[src/rtl/lif_array_scheduler.sv]
// Shares one leaky-integrate-and-fire update datapath across N_NEURONS neurons,
// one neuron per clock, then publishes the spike vector with a one-cycle done pulse.
module lif_array_scheduler #(
    parameter int N_NEURONS  = 4,
    parameter int WIDTH      = 8,
    parameter int THRESHOLD  = 200,
    parameter int LEAK_SHIFT = 1,
    localparam int IDX_W     = $clog2(N_NEURONS)
) (
    input  logic                 clk,
    input  logic                 rst,
    input  logic                 start,
    input  logic                 cur_we,
    input  logic [IDX_W-1:0]     cur_addr,
    input  logic [WIDTH-1:0]     cur_data,
    input  logic [IDX_W-1:0]     rd_addr,
    output logic [WIDTH-1:0]     rd_state,
    output logic                 busy,
    output logic                 done,
    output logic [N_NEURONS-1:0] spikes
);

    localparam logic [WIDTH-1:0] THR      = WIDTH'(THRESHOLD);
    localparam logic [IDX_W-1:0] LAST_IDX = IDX_W'(N_NEURONS - 1);

    typedef enum logic [1:0] {
        S_IDLE,
        S_RUN,
        S_DONE
    } state_t;

    state_t               state_q;
    state_t               state_d;
    logic [IDX_W-1:0]     idx_q;
    logic [WIDTH-1:0]     mem_q [N_NEURONS];
    logic [WIDTH-1:0]     cur_q [N_NEURONS];
    logic [N_NEURONS-1:0] fire_q;
    logic [N_NEURONS-1:0] fire_next;
    logic [N_NEURONS-1:0] spikes_q;

    logic [WIDTH-1:0]     s_val;
    logic [WIDTH-1:0]     c_val;
    logic [WIDTH-1:0]     decay;
    logic [WIDTH:0]       sum;
    logic [WIDTH-1:0]     sat;
    logic                 fire_now;
    logic                 last;

    function automatic logic [WIDTH-1:0] leak(input logic [WIDTH-1:0] s);
        return s - (s >> LEAK_SHIFT);
    endfunction

    function automatic logic [WIDTH-1:0] saturate(input logic [WIDTH:0] v);
        return v[WIDTH] ? {WIDTH{1'b1}} : v[WIDTH-1:0];
    endfunction

    // Update datapath for the neuron selected by idx_q
    always_comb begin
        s_val    = mem_q[idx_q];
        c_val    = cur_q[idx_q];
        decay    = leak(s_val);
        sum      = {1'b0, decay} + {1'b0, c_val};
        sat      = saturate(sum);
        fire_now = (sat >= THR);
    end

    always_comb begin
        fire_next        = fire_q;
        fire_next[idx_q] = fire_now;
    end

    assign last = (idx_q == LAST_IDX);

    always_comb begin
        state_d = state_q;
        busy    = 1'b0;
        done    = 1'b0;
        case (state_q)
            S_IDLE: begin
                if (start) state_d = S_RUN;
            end
            S_RUN: begin
                busy = 1'b1;
                if (last) state_d = S_DONE;
            end
            S_DONE: begin
                done    = 1'b1;
                state_d = S_IDLE;
            end
            default: state_d = S_IDLE;
        endcase
    end

    always_ff @(posedge clk or posedge rst) begin
        if (rst) begin
            state_q  <= S_IDLE;
            idx_q    <= '0;
            fire_q   <= '0;
            spikes_q <= '0;
        end else begin
            state_q <= state_d;
            if (state_q == S_IDLE && start) begin
                idx_q <= '0;
            end else if (state_q == S_RUN) begin
                idx_q  <= idx_q + 1'b1;
                fire_q <= fire_next;
                // Last neuron's fire bit is folded in so spikes are valid while done is high
                if (last) spikes_q <= fire_next;
            end
        end
    end

    always_ff @(posedge clk or posedge rst) begin
        if (rst) begin
            for (int i = 0; i < N_NEURONS; i++) mem_q[i] <= '0;
        end else if (state_q == S_RUN) begin
            mem_q[idx_q] <= fire_now ? '0 : sat;
        end
    end

    // A write colliding with the update of the same neuron only affects the next timestep
    always_ff @(posedge clk or posedge rst) begin
        if (rst) begin
            for (int i = 0; i < N_NEURONS; i++) cur_q[i] <= '0;
        end else if (cur_we) begin
            cur_q[cur_addr] <= cur_data;
        end
    end

    assign rd_state = mem_q[rd_addr];
    assign spikes   = spikes_q;

endmodule
[config.mk]
export PLATFORM = sky130hd
export DESIGN_NAME = lif_array_scheduler
export DESIGN_NICKNAME = d
export VERILOG_FILES = /design/src/rtl/lif_array_scheduler.sv
export SDC_FILE = /design/constraint.sdc
export NUM_CORES = 1
export LEC_CHECK = 0
export BUFFER_PORTS_ARGS = -buffer_cell sky130_fd_sc_hd__clkbuf_2
export CAP_MARGIN = 10
export CORE_AREA = 2 2 96 89
export DETAILED_ROUTE_END_ITERATION = 8
export DIE_AREA = 0 0 98 91
export PLACE_DENSITY = 0.76
export SYNTH_ARGS = -nofsm -noshare
export SYNTH_HDL_FRONTEND = slang
export SYNTH_SLANG_ARGS = --single-unit
[constraint.sdc]
create_clock -name clk -period 4.9 [get_ports clk]
set_clock_uncertainty 0.05 [all_clocks]
set_input_delay 0.49 -clock clk [delete_from_list [all_inputs] [get_ports clk]]
set_output_delay 0.49 -clock clk [all_outputs]
set_load 0.02 [all_outputs]
==> results.sh <==
export IMPL_fin_crit_sh=0.918
export IMPL_syn_inst=366
export IMPL_drive_above_1_share=0.313
export IMPL_clk_latency_ns=0.35
export IMPL_root_buffer="clkbuf_8"
export IMPL_synth_compound_area_share=0.126
export IMPL_wl_mm=8.87
export IMPL_grt_max_degree=76
export IMPL_io_buffers=29
export IMPL_worst_setup_path_type="reg -> reg"
export IMPL_ios=30
export IMPL_syn_avg_cell_area_um2=11.7
export IMPL_r2r_setup_slack_ns=0.40
export IMPL_die_x_um=98
export IMPL_hp_class="in -> async"
export IMPL_dp_hpwl_mm=6.34
export IMPL_cp_required_ns=5.09
export IMPL_muxShareOfSynthArea=0.223
export IMPL_rsz0062_at_grt="no"
export IMPL_end_kind="flip-flop"
export IMPL_synthTopCellsByArea="dfrtp_1 (44%), mux4_2 (13%), mux2_2 (9.5%)"
export IMPL_path_clk_slew_ns=0.08
export IMPL_cts_htree_levels=3
export IMPL_hold_viol_final=0
export IMPL_synth_enable_flop_cells=0
export IMPL_ys_warn_count=0
export IMPL_track_usage=0.217
export IMPL_antenna_found_initial=0
export IMPL_post_cts_buffers=0
export IMPL_firstDrtPassIters=5
export IMPL_synth_top_family_by_area="multiplexers"
export IMPL_stdcell_area_um2=4730
export IMPL_viasPerCell=6.04
export IMPL_gp_congestion=0.877
export IMPL_layout_nets=435
export IMPL_arrival_ns=4.69
export IMPL_hold_buffers=0
export IMPL_num_antenna_cells=0
export IMPL_grt_pass1_vias=2985
export IMPL_initial_core_util=0.543
export IMPL_rows=31
export IMPL_tns_ns=0
export IMPL_ys_ff_latch=75
export IMPL_synth_top_area_share=0.439
export IMPL_drt_iter0_drc=200
export IMPL_synthXorXnorAreaFrac=0.0123
export IMPL_slew_headroom=0.391
export IMPL_seq_area_frac_synth=0.439
export IMPL_clock_fmax_ghz=0.222
export IMPL_drc=0
export IMPL_clock_path_buffers=2
export IMPL_worstMarginPinSlew_ns=0.914
export IMPL_wire_per_inst_um=17.7
export IMPL_grt_pass1_wl_mm=15.3
export IMPL_synthArstFlopShare=1.00
export IMPL_status="finished clean"
export IMPL_reg2regPathDepth=16
export IMPL_core_area_um2=7870
export IMPL_synth_fp_nets=403
export IMPL_synth_fa_ha_area_frac=0.0649
export IMPL_grt_overflow_total=0
export IMPL_crit_fanout=27
export IMPL_maxCapViolCount=0
export IMPL_cts_buffers=9
export IMPL_cp_start_kind="flip-flop"
export IMPL_vias=3033
export IMPL_die_h_um=91
export IMPL_cts_tree="built"
export IMPL_syn_area_um2=4280
export IMPL_drv_slew=0
export IMPL_clock_sinks=75
export IMPL_placed_area_um2=4520
export IMPL_die_area_um2=8920
export IMPL_ant_nets=0
export IMPL_synth_cell_types=43
export IMPL_synth_top_cells_by_count="dfrtp_1 (75), nand2_1 (49), mux2_2 (36)"
export IMPL_finalCriticalPeriod_ns=4.50
export IMPL_area_delta_synth_final_pct=10.6
export IMPL_setup_viol=0
export IMPL_synth_flop_cell="dfrtp_1"
export IMPL_synth_simple_area_share=0.0974
export IMPL_synth_area_leader_cell="dfrtp_1"
export IMPL_synth_most_common_cell="dfrtp_1"
==> worst paths after layout <==
kind                                        start                endpoint
max in group asynchronous                     rst   cur_q[23]$_DFFE_PP0P_
min                                           rst   cur_q[18]$_DFFE_PP0P_
min in group clk                            start  state_q[0]$_DFFE_PP0P_
min reg2reg                state_q[1]$_DFFE_PP0P_  state_q[0]$_DFFE_PP0P_
max reg2reg                  idx_q[0]$_DFFE_PP0P_   fire_q[2]$_DFFE_PP0P_
max                          idx_q[0]$_DFFE_PP0P_   fire_q[2]$_DFFE_PP0P_
==> kinds of logic after synthesis <==
group                    count (synthesis)
AO/OA/AOI/OAI                           76
XOR/XNOR                                 6
multiplexers                            61
buffers and inverters                   36
AND/OR/NAND/NOR                         91
flip-flops                              75
adder cells (fa/ha/maj)                 21
==> area by class of cell <==
| class | instances | area [um2] |
|---|---|---|
| clock inverters | 5 | 58.8 |
| multi-input cells | 255 | 2240 |
| repair buffers | 36 | 201 |
| clock buffers | 11 | 151 |
| inverters | 21 | 78.8 |
| well taps | 99 | 124 |
| flip-flops and latches | 75 | 1880 |
| fillers | 631 | 3140 |
==> worst max-delay path, cell delays in order (launching register included) <==
cell      delay (ns)
dfrtp_1         0.44
mux4_2          0.59
inv_1           0.08
ha_1            0.22
nor2b_1         0.12
o21ai_0         0.20
a21boi_0        0.15
o21ai_1         0.16
nor2b_1         0.18
xnor2_1         0.14
ha_1            0.32
a21o_1          0.24
or4_2           0.66
o31ai_2         0.21
a211oi_4        0.08
buf_4           0.25
mux2_2          0.29
==> through the flow <==
step | setup slack (ns) | instances | util | hold slack (ns)
6_report | 0.402 | 502 | 0.601 | 0.347
3_5_place_dp | 0.369 | 486 | 0.574 | 0.410
4_1_cts | 0.336 | 502 | 0.601 | 0.333
3_3_place_gp | 0.469 | 486 | 0.574 | 0.406
5_1_grt | 0.0392 | 502 | 0.601 | 0.361
2_1_floorplan | 0.329 | 366 | - | 0.385
==> routing by layer <==
layer | GRT usage | vias to the layer above | routed length (um)
met5 | 0 | - | 0
met4 | 0.0764 | 0 | 178
li1 | - | 1406 | -
met2 | 0.344 | 91 | 4400
met1 | 0.297 | 1524 | 3920
met3 | 0.0500 | 12 | 366
==> cell usage in the layout (no fill, tap or decap), types with 2 or more instances in the layout <==
| cell | count |
|---|---|
| clkbuf_8 | 11 |
| xnor2_1 | 6 |
| nor2b_1 | 5 |
| a31o_2 | 3 |
| nand2_1 | 49 |
| clkinvlp_4 | 2 |
| a21oi_2 | 3 |
| inv_1 | 20 |
| a22o_1 | 2 |
| o21bai_1 | 3 |
| clkbuf_2 | 29 |
| buf_4 | 6 |
| mux4_2 | 24 |
| o211ai_1 | 2 |
| a21o_1 | 3 |
| nand3_1 | 11 |
| a21oi_1 | 10 |
| mux2_2 | 36 |
| o31ai_1 | 15 |
| o21ai_0 | 24 |
| nand3b_1 | 5 |
| fa_1 | 2 |
| o31ai_2 | 2 |
| ha_1 | 19 |
| nor2_1 | 13 |
| dfrtp_1 | 75 |
==> registers in the layout, indices dropped and copies added, names as in the netlist <==
signal	count
spikes	4
state_q	2
mem_q	32
fire_q	3
cur_q	32
idx_q	2
==> timing repair <==
action | 4_1_cts | 5_1_grt
setup endpoints to repair | 0 | 15
resized for setup | 0 | 2
hold endpoints to repair | 0 | 0
Power is not shown: default switching activity piles up to over one toggle a cycle in this logic, so the estimate is an artifact.
